--- config.mk ---
export PLATFORM = sky130hd
export DESIGN_NAME = control_unit_flat
export DESIGN_NICKNAME = d
export VERILOG_FILES = /design/src/rtl/cpu_ctrl_pkg.sv /design/src/rtl/control_unit_if.sv /design/src/rtl/ctrl_decode.sv /design/src/rtl/control_unit.sv /design/src/flat_wrapper.sv
export SDC_FILE = /design/constraint.sdc
export NUM_CORES = 1
export LEC_CHECK = 0
export BUFFER_PORTS_ARGS = -buffer_cell sky130_fd_sc_hd__buf_2
export CORE_MARGIN = 8
export CORE_UTILIZATION = 40
export CTS_CLUSTER_DIAMETER = 60
export DETAILED_ROUTE_END_ITERATION = 12
export PLACE_DENSITY = 0.71
export SYNTH_ARGS = -nofsm -noshare
export SYNTH_HDL_FRONTEND = slang
export SYNTH_SLANG_ARGS = --single-unit
--- constraint.sdc ---
create_clock -name clk -period 3.4 [get_ports clk]
set_input_delay 0.17 -clock clk [delete_from_list [all_inputs] [get_ports clk]]
set_output_delay 0.17 -clock clk [all_outputs]
set_load 0.01 [all_outputs]
--- src/rtl/cpu_ctrl_pkg.sv ---
// Shared definitions for the hardwired control sequencer of the single-bus CPU.
// Holds the 5-bit opcode map, the sequencer state encoding, the opcode class
// seen by the FSM, the one-hot ALU select masks and the bundle of control
// strobes that the sequencer drives into the datapath.
package cpu_ctrl_pkg;

  // Opcode field IR[31:27]
  localparam logic [4:0] OP_LD   = 5'b00000;
  localparam logic [4:0] OP_LDI  = 5'b00001;
  localparam logic [4:0] OP_ST   = 5'b00010;
  localparam logic [4:0] OP_ADD  = 5'b00011;
  localparam logic [4:0] OP_SUB  = 5'b00100;
  localparam logic [4:0] OP_AND  = 5'b00101;
  localparam logic [4:0] OP_OR   = 5'b00110;
  localparam logic [4:0] OP_SHR  = 5'b00111;
  localparam logic [4:0] OP_SHL  = 5'b01000;
  localparam logic [4:0] OP_ROR  = 5'b01001;
  localparam logic [4:0] OP_ROL  = 5'b01010;
  localparam logic [4:0] OP_ADDI = 5'b01011;
  localparam logic [4:0] OP_ANDI = 5'b01100;
  localparam logic [4:0] OP_ORI  = 5'b01101;
  localparam logic [4:0] OP_MUL  = 5'b01110;
  localparam logic [4:0] OP_DIV  = 5'b01111;
  localparam logic [4:0] OP_NEG  = 5'b10000;
  localparam logic [4:0] OP_NOT  = 5'b10001;
  localparam logic [4:0] OP_MFHI = 5'b11000;
  localparam logic [4:0] OP_MFLO = 5'b11001;
  localparam logic [4:0] OP_NOP  = 5'b11010;
  localparam logic [4:0] OP_HALT = 5'b11011;

  // One-hot ALU operation select (IncPC is a fetch strobe, not part of this)
  localparam int ALU_W = 10;
  typedef logic [ALU_W-1:0] alu_sel_t;

  localparam alu_sel_t ALU_NONE = 10'b00_0000_0000;
  localparam alu_sel_t ALU_ADD  = 10'b00_0000_0001;
  localparam alu_sel_t ALU_SUB  = 10'b00_0000_0010;
  localparam alu_sel_t ALU_AND  = 10'b00_0000_0100;
  localparam alu_sel_t ALU_OR   = 10'b00_0000_1000;
  localparam alu_sel_t ALU_SHR  = 10'b00_0001_0000;
  localparam alu_sel_t ALU_SHL  = 10'b00_0010_0000;
  localparam alu_sel_t ALU_ROR  = 10'b00_0100_0000;
  localparam alu_sel_t ALU_ROL  = 10'b00_1000_0000;
  localparam alu_sel_t ALU_NEG  = 10'b01_0000_0000;
  localparam alu_sel_t ALU_NOT  = 10'b10_0000_0000;

  // Decoder select: ALU op plus the HI/LO choice for the move class
  typedef struct packed {
    logic     mv_hi;
    alu_sel_t alu;
  } dec_sel_t;

  typedef enum logic [3:0] {
    S_RST  = 4'd0,
    S_IDLE = 4'd1,
    S_T0   = 4'd2,
    S_T1   = 4'd3,
    S_T2   = 4'd4,
    S_T3   = 4'd5,
    S_T4   = 4'd6,
    S_T5   = 4'd7,
    S_T6   = 4'd8,
    S_T7   = 4'd9,
    S_HALT = 4'd10
  } state_e;

  typedef enum logic [3:0] {
    CLS_ALU_RR  = 4'd0,
    CLS_ALU_IMM = 4'd1,
    CLS_UNARY   = 4'd2,
    CLS_MOVE    = 4'd3,
    CLS_LDI     = 4'd4,
    CLS_LD      = 4'd5,
    CLS_ST      = 4'd6,
    CLS_NOP     = 4'd7,
    CLS_HALT    = 4'd8
  } op_class_e;

  // Every strobe the sequencer drives, registered as one word
  typedef struct packed {
    logic PCout;
    logic Zlowout;
    logic MDRout;
    logic HIout;
    logic LOout;
    logic Cout;
    logic BAout;
    logic Rout;
    logic MARin;
    logic Zin;
    logic PCin;
    logic MDRin;
    logic IRin;
    logic Yin;
    logic HIin;
    logic LOin;
    logic Rin;
    logic Gra;
    logic Grb;
    logic Grc;
    logic IncPC;
    logic ADD;
    logic SUB;
    logic AND;
    logic OR;
    logic SHR;
    logic SHL;
    logic ROR;
    logic ROL;
    logic NEG;
    logic NOT;
    logic Read;
    logic Write;
    logic run;
  } ctrl_out_t;

endpackage

--- src/rtl/control_unit_if.sv ---
// Sequencer <-> datapath control bundle.
//   master : the control_unit (samples stop/IR, drives every strobe and run)
//   slave  : the datapath/bench side (drives stop/IR, observes the strobes)
interface control_unit_if;
  logic        stop;
  logic [31:0] IR;

  logic PCout, Zlowout, MDRout, HIout, LOout, Cout, BAout, Rout;
  logic MARin, Zin, PCin, MDRin, IRin, Yin, HIin, LOin, Rin;
  logic Gra, Grb, Grc;
  logic IncPC, ADD, SUB, AND, OR, SHR, SHL, ROR, ROL, NEG, NOT;
  logic Read, Write;
  logic run;

  modport master (
    input  stop, IR,
    output PCout, Zlowout, MDRout, HIout, LOout, Cout, BAout, Rout,
    output MARin, Zin, PCin, MDRin, IRin, Yin, HIin, LOin, Rin,
    output Gra, Grb, Grc,
    output IncPC, ADD, SUB, AND, OR, SHR, SHL, ROR, ROL, NEG, NOT,
    output Read, Write, run
  );

  modport slave (
    output stop, IR,
    input  PCout, Zlowout, MDRout, HIout, LOout, Cout, BAout, Rout,
    input  MARin, Zin, PCin, MDRin, IRin, Yin, HIin, LOin, Rin,
    input  Gra, Grb, Grc,
    input  IncPC, ADD, SUB, AND, OR, SHR, SHL, ROR, ROL, NEG, NOT,
    input  Read, Write, run
  );
endinterface

--- src/rtl/ctrl_decode.sv ---
// Opcode decoder for the control sequencer.
//   opcode : IR[31:27]
//   cls    : execute-sequence class used by the FSM
//   sel    : one-hot ALU select and the HI/LO choice for mfhi/mflo
// Address-computing instructions (ld, ldi, st) select ADD for the base+offset
// sum. Opcodes without an execute sequence (mul, div, branch, jump, I/O)
// fall into the nop class.
module ctrl_decode
  import cpu_ctrl_pkg::*;
(
  input  logic [4:0] opcode,
  output op_class_e  cls,
  output dec_sel_t   sel
);

  always_comb begin
    cls = CLS_NOP;
    sel = '0;
    case (opcode)
      OP_LD:   begin cls = CLS_LD;      sel.alu = ALU_ADD; end
      OP_LDI:  begin cls = CLS_LDI;     sel.alu = ALU_ADD; end
      OP_ST:   begin cls = CLS_ST;      sel.alu = ALU_ADD; end
      OP_ADD:  begin cls = CLS_ALU_RR;  sel.alu = ALU_ADD; end
      OP_SUB:  begin cls = CLS_ALU_RR;  sel.alu = ALU_SUB; end
      OP_AND:  begin cls = CLS_ALU_RR;  sel.alu = ALU_AND; end
      OP_OR:   begin cls = CLS_ALU_RR;  sel.alu = ALU_OR;  end
      OP_SHR:  begin cls = CLS_ALU_RR;  sel.alu = ALU_SHR; end
      OP_SHL:  begin cls = CLS_ALU_RR;  sel.alu = ALU_SHL; end
      OP_ROR:  begin cls = CLS_ALU_RR;  sel.alu = ALU_ROR; end
      OP_ROL:  begin cls = CLS_ALU_RR;  sel.alu = ALU_ROL; end
      OP_ADDI: begin cls = CLS_ALU_IMM; sel.alu = ALU_ADD; end
      OP_ANDI: begin cls = CLS_ALU_IMM; sel.alu = ALU_AND; end
      OP_ORI:  begin cls = CLS_ALU_IMM; sel.alu = ALU_OR;  end
      OP_NEG:  begin cls = CLS_UNARY;   sel.alu = ALU_NEG; end
      OP_NOT:  begin cls = CLS_UNARY;   sel.alu = ALU_NOT; end
      OP_MFHI: begin cls = CLS_MOVE;    sel.mv_hi = 1'b1;  end
      OP_MFLO: begin cls = CLS_MOVE;    sel.mv_hi = 1'b0;  end
      OP_HALT: cls = CLS_HALT;
      default: cls = CLS_NOP;
    endcase
  end

endmodule

--- src/rtl/control_unit.sv ---
// Hardwired Moore control sequencer for the single-bus CPU datapath.
//   clk   : rising-edge clock shared with the datapath
//   clear : synchronous active-high reset, returns the sequencer to RST
//   bus   : control_unit_if.master
//           in : stop (honoured only at instruction boundaries, RST, IDLE),
//                IR (opcode in IR[31:27])
//           out: bus-drive selects, register loads, Gra/Grb/Grc, ALU selects,
//                Read/Write memory strobes, run
// Every instruction runs T0-T2 fetch followed by a class-specific execute
// sequence. All strobes come straight from flops: the output word for the
// state being entered is computed alongside the next state and registered
// with it, so nothing combinational reaches the outputs.
module control_unit
  import cpu_ctrl_pkg::*;
(
  input  logic clk,
  input  logic clear,
  control_unit_if.master bus
);

  state_e    state, state_nxt;
  op_class_e cls_q, cls_dec, cls_nxt;
  dec_sel_t  sel_q, sel_dec, sel_nxt;
  ctrl_out_t outs_q;
  state_e    end_state;

  // Only the opcode field matters to the sequencer
  logic unused_ir_bits;
  assign unused_ir_bits = ^bus.IR[26:0];

  ctrl_decode u_decode (
    .opcode (bus.IR[31:27]),
    .cls    (cls_dec),
    .sel    (sel_dec)
  );

  function automatic ctrl_out_t with_alu(input ctrl_out_t o_in, input alu_sel_t a);
    ctrl_out_t o;
    o     = o_in;
    o.ADD = |(a & ALU_ADD);
    o.SUB = |(a & ALU_SUB);
    o.AND = |(a & ALU_AND);
    o.OR  = |(a & ALU_OR);
    o.SHR = |(a & ALU_SHR);
    o.SHL = |(a & ALU_SHL);
    o.ROR = |(a & ALU_ROR);
    o.ROL = |(a & ALU_ROL);
    o.NEG = |(a & ALU_NEG);
    o.NOT = |(a & ALU_NOT);
    return o;
  endfunction

  // Strobe word for a given state and instruction class
  function automatic ctrl_out_t drive(input state_e s, input op_class_e c,
                                     input dec_sel_t sel);
    ctrl_out_t o;
    o     = '0;
    o.run = !(s inside {S_RST, S_IDLE, S_HALT});
    case (s)
      S_T0: begin
        o.PCout = 1'b1; o.MARin = 1'b1; o.IncPC = 1'b1; o.Zin = 1'b1;
      end
      S_T1: begin
        o.Zlowout = 1'b1; o.PCin = 1'b1; o.Read = 1'b1; o.MDRin = 1'b1;
      end
      S_T2: begin
        o.MDRout = 1'b1; o.IRin = 1'b1;
      end
      S_T3: begin
        case (c)
          CLS_ALU_RR, CLS_ALU_IMM: begin
            o.Grb = 1'b1; o.Rout = 1'b1; o.Yin = 1'b1;
          end
          CLS_LDI, CLS_LD, CLS_ST: begin
            // Base register, with R0 reading as zero via BAout
            o.Grb = 1'b1; o.BAout = 1'b1; o.Yin = 1'b1;
          end
          CLS_UNARY: begin
            o = with_alu(o, sel.alu);
            o.Grb = 1'b1; o.Rout = 1'b1; o.Zin = 1'b1;
          end
          CLS_MOVE: begin
            o.HIout = sel.mv_hi; o.LOout = !sel.mv_hi;
            o.Gra = 1'b1; o.Rin = 1'b1;
          end
          default: ;
        endcase
      end
      S_T4: begin
        case (c)
          CLS_ALU_RR: begin
            o = with_alu(o, sel.alu);
            o.Grc = 1'b1; o.Rout = 1'b1; o.Zin = 1'b1;
          end
          CLS_ALU_IMM, CLS_LDI, CLS_LD, CLS_ST: begin
            o = with_alu(o, sel.alu);
            o.Cout = 1'b1; o.Zin = 1'b1;
          end
          CLS_UNARY: begin
            o.Zlowout = 1'b1; o.Gra = 1'b1; o.Rin = 1'b1;
          end
          default: ;
        endcase
      end
      S_T5: begin
        case (c)
          CLS_ALU_RR, CLS_ALU_IMM, CLS_LDI: begin
            o.Zlowout = 1'b1; o.Gra = 1'b1; o.Rin = 1'b1;
          end
          CLS_LD, CLS_ST: begin
            o.Zlowout = 1'b1; o.MARin = 1'b1;
          end
          default: ;
        endcase
      end
      S_T6: begin
        case (c)
          CLS_LD: begin
            o.Read = 1'b1; o.MDRin = 1'b1;
          end
          CLS_ST: begin
            // Read stays low so MDR captures the bus (Ra) instead of RAM
            o.Gra = 1'b1; o.Rout = 1'b1; o.MDRin = 1'b1;
          end
          default: ;
        endcase
      end
      S_T7: begin
        case (c)
          CLS_LD: begin
            o.MDRout = 1'b1; o.Gra = 1'b1; o.Rin = 1'b1;
          end
          CLS_ST: o.Write = 1'b1;
          default: ;
        endcase
      end
      default: ;
    endcase
    return o;
  endfunction

  // stop is looked at only when an instruction finishes
  assign end_state = bus.stop ? S_IDLE : S_T0;

  always_comb begin
    state_nxt = state;
    cls_nxt   = cls_q;
    sel_nxt   = sel_q;
    case (state)
      S_RST, S_IDLE: state_nxt = bus.stop ? S_IDLE : S_T0;
      S_T0: state_nxt = S_T1;
      S_T1: state_nxt = S_T2;
      S_T2: begin
        // Opcode class is captured as the FSM enters T3
        state_nxt = S_T3;
        cls_nxt   = cls_dec;
        sel_nxt   = sel_dec;
      end
      S_T3: begin
        case (cls_q)
          CLS_HALT:          state_nxt = S_HALT;
          CLS_MOVE, CLS_NOP: state_nxt = end_state;
          default:           state_nxt = S_T4;
        endcase
      end
      S_T4: state_nxt = (cls_q == CLS_UNARY) ? end_state : S_T5;
      S_T5: state_nxt = (cls_q == CLS_LD || cls_q == CLS_ST) ? S_T6 : end_state;
      S_T6: state_nxt = S_T7;
      S_T7: state_nxt = end_state;
      S_HALT: state_nxt = S_HALT;
      default: state_nxt = S_RST;
    endcase
  end

  // State, latched class and registered strobes
  always_ff @(posedge clk) begin
    if (clear) begin
      state  <= S_RST;
      cls_q  <= CLS_NOP;
      sel_q  <= '0;
      outs_q <= '0;
    end else begin
      state  <= state_nxt;
      cls_q  <= cls_nxt;
      sel_q  <= sel_nxt;
      outs_q <= drive(state_nxt, cls_nxt, sel_nxt);
    end
  end

  assign bus.PCout   = outs_q.PCout;
  assign bus.Zlowout = outs_q.Zlowout;
  assign bus.MDRout  = outs_q.MDRout;
  assign bus.HIout   = outs_q.HIout;
  assign bus.LOout   = outs_q.LOout;
  assign bus.Cout    = outs_q.Cout;
  assign bus.BAout   = outs_q.BAout;
  assign bus.Rout    = outs_q.Rout;
  assign bus.MARin   = outs_q.MARin;
  assign bus.Zin     = outs_q.Zin;
  assign bus.PCin    = outs_q.PCin;
  assign bus.MDRin   = outs_q.MDRin;
  assign bus.IRin    = outs_q.IRin;
  assign bus.Yin     = outs_q.Yin;
  assign bus.HIin    = outs_q.HIin;
  assign bus.LOin    = outs_q.LOin;
  assign bus.Rin     = outs_q.Rin;
  assign bus.Gra     = outs_q.Gra;
  assign bus.Grb     = outs_q.Grb;
  assign bus.Grc     = outs_q.Grc;
  assign bus.IncPC   = outs_q.IncPC;
  assign bus.ADD     = outs_q.ADD;
  assign bus.SUB     = outs_q.SUB;
  assign bus.AND     = outs_q.AND;
  assign bus.OR      = outs_q.OR;
  assign bus.SHR     = outs_q.SHR;
  assign bus.SHL     = outs_q.SHL;
  assign bus.ROR     = outs_q.ROR;
  assign bus.ROL     = outs_q.ROL;
  assign bus.NEG     = outs_q.NEG;
  assign bus.NOT     = outs_q.NOT;
  assign bus.Read    = outs_q.Read;
  assign bus.Write   = outs_q.Write;
  assign bus.run     = outs_q.run;

endmodule

--- src/flat_wrapper.sv ---
// flat-port wrapper written by rule: the top's interface ports become plain ports
module control_unit_flat import cpu_ctrl_pkg::*;
  (clk, clear, bus_stop, bus_IR, bus_PCout, bus_Zlowout, bus_MDRout, bus_HIout, bus_LOout, bus_Cout, bus_BAout, bus_Rout, bus_MARin, bus_Zin, bus_PCin, bus_MDRin, bus_IRin, bus_Yin, bus_HIin, bus_LOin, bus_Rin, bus_Gra, bus_Grb, bus_Grc, bus_IncPC, bus_ADD, bus_SUB, bus_AND, bus_OR, bus_SHR, bus_SHL, bus_ROR, bus_ROL, bus_NEG, bus_NOT, bus_Read, bus_Write, bus_run);
  control_unit_if bus_i ();
  input  logic clk;
  input  logic clear;
  input wire logic [$bits(bus_i.stop)-1:0] bus_stop;
  input wire logic [$bits(bus_i.IR)-1:0] bus_IR;
  output wire logic [$bits(bus_i.PCout)-1:0] bus_PCout;
  output wire logic [$bits(bus_i.Zlowout)-1:0] bus_Zlowout;
  output wire logic [$bits(bus_i.MDRout)-1:0] bus_MDRout;
  output wire logic [$bits(bus_i.HIout)-1:0] bus_HIout;
  output wire logic [$bits(bus_i.LOout)-1:0] bus_LOout;
  output wire logic [$bits(bus_i.Cout)-1:0] bus_Cout;
  output wire logic [$bits(bus_i.BAout)-1:0] bus_BAout;
  output wire logic [$bits(bus_i.Rout)-1:0] bus_Rout;
  output wire logic [$bits(bus_i.MARin)-1:0] bus_MARin;
  output wire logic [$bits(bus_i.Zin)-1:0] bus_Zin;
  output wire logic [$bits(bus_i.PCin)-1:0] bus_PCin;
  output wire logic [$bits(bus_i.MDRin)-1:0] bus_MDRin;
  output wire logic [$bits(bus_i.IRin)-1:0] bus_IRin;
  output wire logic [$bits(bus_i.Yin)-1:0] bus_Yin;
  output wire logic [$bits(bus_i.HIin)-1:0] bus_HIin;
  output wire logic [$bits(bus_i.LOin)-1:0] bus_LOin;
  output wire logic [$bits(bus_i.Rin)-1:0] bus_Rin;
  output wire logic [$bits(bus_i.Gra)-1:0] bus_Gra;
  output wire logic [$bits(bus_i.Grb)-1:0] bus_Grb;
  output wire logic [$bits(bus_i.Grc)-1:0] bus_Grc;
  output wire logic [$bits(bus_i.IncPC)-1:0] bus_IncPC;
  output wire logic [$bits(bus_i.ADD)-1:0] bus_ADD;
  output wire logic [$bits(bus_i.SUB)-1:0] bus_SUB;
  output wire logic [$bits(bus_i.AND)-1:0] bus_AND;
  output wire logic [$bits(bus_i.OR)-1:0] bus_OR;
  output wire logic [$bits(bus_i.SHR)-1:0] bus_SHR;
  output wire logic [$bits(bus_i.SHL)-1:0] bus_SHL;
  output wire logic [$bits(bus_i.ROR)-1:0] bus_ROR;
  output wire logic [$bits(bus_i.ROL)-1:0] bus_ROL;
  output wire logic [$bits(bus_i.NEG)-1:0] bus_NEG;
  output wire logic [$bits(bus_i.NOT)-1:0] bus_NOT;
  output wire logic [$bits(bus_i.Read)-1:0] bus_Read;
  output wire logic [$bits(bus_i.Write)-1:0] bus_Write;
  output wire logic [$bits(bus_i.run)-1:0] bus_run;
  assign bus_i.stop = bus_stop;
  assign bus_i.IR = bus_IR;
  assign bus_PCout = bus_i.PCout;
  assign bus_Zlowout = bus_i.Zlowout;
  assign bus_MDRout = bus_i.MDRout;
  assign bus_HIout = bus_i.HIout;
  assign bus_LOout = bus_i.LOout;
  assign bus_Cout = bus_i.Cout;
  assign bus_BAout = bus_i.BAout;
  assign bus_Rout = bus_i.Rout;
  assign bus_MARin = bus_i.MARin;
  assign bus_Zin = bus_i.Zin;
  assign bus_PCin = bus_i.PCin;
  assign bus_MDRin = bus_i.MDRin;
  assign bus_IRin = bus_i.IRin;
  assign bus_Yin = bus_i.Yin;
  assign bus_HIin = bus_i.HIin;
  assign bus_LOin = bus_i.LOin;
  assign bus_Rin = bus_i.Rin;
  assign bus_Gra = bus_i.Gra;
  assign bus_Grb = bus_i.Grb;
  assign bus_Grc = bus_i.Grc;
  assign bus_IncPC = bus_i.IncPC;
  assign bus_ADD = bus_i.ADD;
  assign bus_SUB = bus_i.SUB;
  assign bus_AND = bus_i.AND;
  assign bus_OR = bus_i.OR;
  assign bus_SHR = bus_i.SHR;
  assign bus_SHL = bus_i.SHL;
  assign bus_ROR = bus_i.ROR;
  assign bus_ROL = bus_i.ROL;
  assign bus_NEG = bus_i.NEG;
  assign bus_NOT = bus_i.NOT;
  assign bus_Read = bus_i.Read;
  assign bus_Write = bus_i.Write;
  assign bus_run = bus_i.run;
  control_unit u_core (.clk(clk), .clear(clear), .bus(bus_i));
endmodule
== Word-level counts from Yosys, hierarchy flattened ==
Cells that the tools add are included.
W data, S select, Z words.
Word-level totals
  bits in registers: 53
  bits of input ports: 35
  output and inout port bits: 34
  word-level logic and storage cells: 158
Operators by class
  equality and inequality tests: 50
  mux-type cells: 46
  reduce and logical (&&, ||, !) cells: 24
Operators by type and width (number)
  $pmux W10 S10: 1
  $eq A4 B3 Y1 const B: 14
  $pmux W4 S9: 1
  $eq A4 B2 Y1 const B: 8
  $pmux W4 S8: 1
  $eq A5 B4 Y1 const B: 6
  $pmux W15 S2: 1
  $eq A4 B4 Y1 const B: 7
  $eq A5 B5 Y1 const B: 5
  $pmux W1 S3: 8
  $pmux W11 S2: 1
  $eq A5 B3 Y1 const B: 4
  $pmux W10 S2: 1
  $mux W4: 4
  $pmux W1 S4: 4
  $pmux W4 S2: 2
  $reduce_or A3 Y1: 5
  $mux W13: 1
  $eq A4 B1 Y1 const B: 3
  $logic_not A4 Y1: 3
  $mux W2: 6
  $reduce_or A2 Y1: 6
  $mux W11: 1
  $eq A5 B2 Y1 const B: 2
  other kinds (14): 25

== Longest topological paths before layout ==
  word-level depth: 9
  depth in mapped cells: 8
  gate-level depth less buffers: 6

== By module ==
Synthesis repeated with hierarchy kept, for this count alone.
Unflattened totals
  cells, all modules: 279
  area total of the unflattened synthesis: 2372.3 µm²
By module, submodules not included
  control_unit: times used 1, cells each 235, area each 2125.8 µm², seq. area each 1001.0 µm²
  ctrl_decode: times used 1, cells each 44, area each 246.5 µm², seq. area each 0.0 µm²

== Worst setup path after synthesis ==
No wires, ideal clock.
  path kind: register -> register
  from: register u_core.cls_q[0]
  to: register u_core.outs_q (netlist bit u_core.bus.MARin)
  library setup time: 87 ps
  data arrival time: 1833 ps
  required time: 3313 ps
  slack: 1480 ps
  cell stages (with the launch flop): 8
  path buffers: 1
  period minus slack after synthesis: 1920 ps
  cells stage by stage: dfxtp_1 -> buf_6 -> nor4b_4 -> a21o_1 -> nand2_1 -> a32o_2 -> or4_4 -> o31ai_1
On the way
  longest elaborated chain between the ends: 6
  elaborated cells on any way between the ends: 22
  those cells by class: eq/ne (12); mux (7); reduce/logical (3)
RTL lines
  from (decl): RTL line control_unit.sv:22  | op_class_e cls_q, cls_dec, cls_nxt;
  from (signal assigned): RTL line control_unit.sv:184  | cls_q <= cls_nxt;
  $eq A4 B2 Y1, or another cell as far along: RTL line control_unit.sv:160  | case (cls_q)
  $reduce_or A2 Y1 or $logic_or A1 B1 Y1 (tied branches): RTL line control_unit.sv:160, control_unit.sv:167
  $pmux W4 S2 or $mux W4 (tied branches): RTL line control_unit.sv:160, control_unit.sv:167
  $pmux W4 S9: RTL line control_unit.sv:149  | case (state)
  $eq A4 B3 Y1 or $eq A4 B2 Y1 (tied branches): RTL line control_unit.sv:59  | case (s)
  $pmux W1 S4 *: RTL line control_unit.sv:59
  to (signal assigned): RTL line control_unit.sv:186  | outs_q <= drive(state_nxt, cls_nxt, sel_nxt);
  to (decl): RTL line control_unit.sv:24  | ctrl_out_t outs_q;
Mark *: on every way between the ends. The rest lies on a longest branch, timed or not.
A chain may end at the register's enable or synchronous reset.

== Worst setup path after layout ==
  from: register u_core.state[2]
  to: register u_core.outs_q (netlist bit u_core.bus.Gra)
On the way
  longest elaborated chain between the ends: 6
  elaborated cells on any way between the ends: 33
  those cells by class: eq/ne (21); mux (8); reduce/logical (4)
RTL lines
  from (decl): RTL line control_unit.sv:21  | state_e state, state_nxt;
  from (signal assigned): RTL line control_unit.sv:183  | state <= state_nxt;
  branches (longest 5 deep; another with $pmux W4 S9)
  $pmux W1 S5 *: RTL line control_unit.sv:59
Mark *: on every way between the ends.

==> flow_summary.ini <==
[global_routing]
top_usage_layer = met2
grt_antenna_before_repair = 0
use_met2_pct = 20.2
grtUsageMet1_pct = 16.5
grt_pass1_wl_mm = 9.38
grt_pass1_vias = 1981
grt_max_degree = 39
use_met3_pct = 3.44
grt_overflow = 0
track_usage_pct = 13.0

[worst_setup_path]
critical_path_arrival_ps = 2870
crit_required_ps = 3610
crit_path_end_kind = register
path_class = reg2reg
crit_fanout = 16
start_kind = register

[drt]
drtIter0Drc = 307
dr.pass1.iters = 4
antenna_left = 0
wire_per_inst_um = 14.4
routed_via_density = 5.51
vias = 2153
drc_errors = 0
wl_mm = 5.65

[place]
io_buffers = 39
gp_congestion = 0.843
place_hpwl_mm = 4.03
place_area_um2 = 2620

[clock_tree]
clockBufferDepth = 2
cts-root-buf = clkbuf_8
cts_sinks = 50
ctsHoldBuffers = 0
clk_latency_ps = 310
cts_made_buffers = 5
cts.reportedPaths.clkPinSlew_ps = 100
htree_levels = 2
post-cts-setup-buffer-count = 0
cts_resized = 0
cts_tree = done

[timing]
post-route-period-util_pct = 78.2
clock.fmax_mhz = 376
hold_viol = 0
skew_ps = 11.9
rsz0062_at_grt = no
drv_slew = 0
setup_viol = 0
fin_crit_ps = 2660
setup_tns_ps = 0
maxSlewHeadroom_pct = 46.6
tightestPinTransition_ps = 802

[flow_run]
maxCapViolCount = 0

[power_and_ir_drop]
p_leak_nw = 1.10
p_per_area_nw_per_um2 = 411
finalPower_mw = 1.12
irDropWorstVdd_v = 0.000200

[layout]
largest_reg_flops = 11
regMostFlops = u_core.sel_q
reg.largest.list = u_core.sel_q x11, u_core.cls_q x4, u_core.state x4
drive_gt1_share_pct = 18.7
final_nets = 350
post-route-cell-area_um2 = 2720
postLayoutCoreUtil_pct = 45.9
multi_input_area_um2 = 1300
num_antenna_cells = 0
ff_latch_area_um2 = 1000
area_growth_pct = 11.0
fill_cells = 577

[status]
status = finished, final reports clean

[floorplan]
io_pins = 69
dieWidth_um = 94.2
start_util_pct = 41.3
core.rowCount = 28
core_um2 = 5920
die-area_um2 = 8880
die_h_um = 94.2

[yosys]
synthArstFlopShare_pct = 0
yosys.cell_types.count = 59
seq_area_frac_synth_pct = 40.9
syn_area_per_cell_um2 = 8.41
synth_edf_count = 0
yosysWarnings = 0
syn_inst = 291
ys_seq_elements = 50
syn_area_um2 = 2450
synth_ff_type = dfxtp_1

[min_path]
holdCritPathClass = in2reg
-- cell usage after synthesis, types with 2 or more instances --
cell / instances / share of area (%)
nand4b_1: 2 / 0.72
dfxtp_1: 50 / 41
a31oi_1: 5 / 1.3
nor4b_4: 2 / 1.9
buf_2: 7 / 1.4
nor2_1: 25 / 3.8
clkbuf_1: 11 / 1.7
a21boi_0: 3 / 0.92
nor2b_1: 13 / 3.3
nor4_1: 6 / 1.5
buf_6: 2 / 0.92
nor3_1: 16 / 3.3
or2_2: 4 / 1.0
o21a_1: 2 / 0.61
o21ai_0: 7 / 1.4
nand2b_1: 5 / 1.3
a21oi_1: 19 / 3.9
nor4b_1: 3 / 1.1
xor2_1: 2 / 0.72
inv_1: 5 / 0.77
and2_1: 4 / 1.0
a32oi_1: 2 / 0.72
or3_1: 2 / 0.51
buf_4: 4 / 1.2
a22oi_1: 6 / 1.8
nand3_1: 4 / 0.82
o22a_1: 2 / 0.72
nand3b_1: 5 / 1.5
nand4_1: 3 / 0.77
o21bai_1: 3 / 0.92
nor3b_1: 3 / 0.92
a21o_1: 5 / 1.5
a2111oi_0: 2 / 0.72
nand2_1: 32 / 4.9
-- final timing paths --
kind / start / end / slack [ps] / depth (start not counted)
worst max-delay path: u_core.state[2] / u_core.bus.Gra / 740 / 6
worst min-delay path: bus_stop / u_core.state[1] / 230 / 3
worst max register to register: u_core.state[2] / u_core.bus.Gra / 740 / 6
worst min register to register: u_core.sel_q[4] / u_core.sel_q[4] / 460 / 2
-- power by group --
group | leakage (nW) | internal [mW] | switching (mW)
Sequential | 0.405 | 0.599 | 0.0200
Clock | 0.0472 | 0.164 | 0.202
Combinational | 0.643 | 0.0509 | 0.0808
Total | 1.10 | 0.814 | 0.303
-- per-layer routing --
layer / up-vias / routed length, um
li1: 1089 / -
met5: - / 0
met4: 0 / 112
met1: 984 / 2560
met2: 71 / 2560
met3: 9 / 417
-- cells in the final DEF (no fill, tap or decap), types with 6 or more instances in the layout --
cell type and n:
a21oi_1 19, a22oi_1 6, buf_2 39, clkbuf_8 6, dfxtp_1 50, nand2_1 32, nor2_1 25, nor2b_1 13
nor3_1 16, nor4_1 6, o21ai_0 7
-- final cells by class --
class,instances,share of cell area [%]
well taps,75,3.45
clock buffers,6,3.04
repair buffers,41,7.73
clock inverters,2,0.460
inverters,5,0.691
flip-flops and latches,50,36.8
multi-input cells,212,47.8
-- metrics by stage --
stage	setup slack (ps)	std cells	hold WS [ps]
after floorplan	1480	292	389
after global placement	845	383	442
after detailed placement	831	383	447
after CTS	791	391	222
after global routing	492	391	244
final	741	391	231
-- cell families after synthesis --
group           count (synthesis)  synth area share [%]
mux                             2                 0.869
compound gates                 70                  19.8
other cells                     1                 0.153
simple gates                  136                  31.3
flops                          50                  40.9
xor+xnor                        2                 0.716
buf+inv                        30                  6.19
-- critical path, cell delays in order, from the launching register on --
cell,delay [ps]
dfxtp_1,630
nor4b_4,690
nor3_1,90
a21oi_1,410
nor3b_1,110
a2111o_1,410
o22a_1,210
Note: power is estimated with default switching activity, not from simulation.
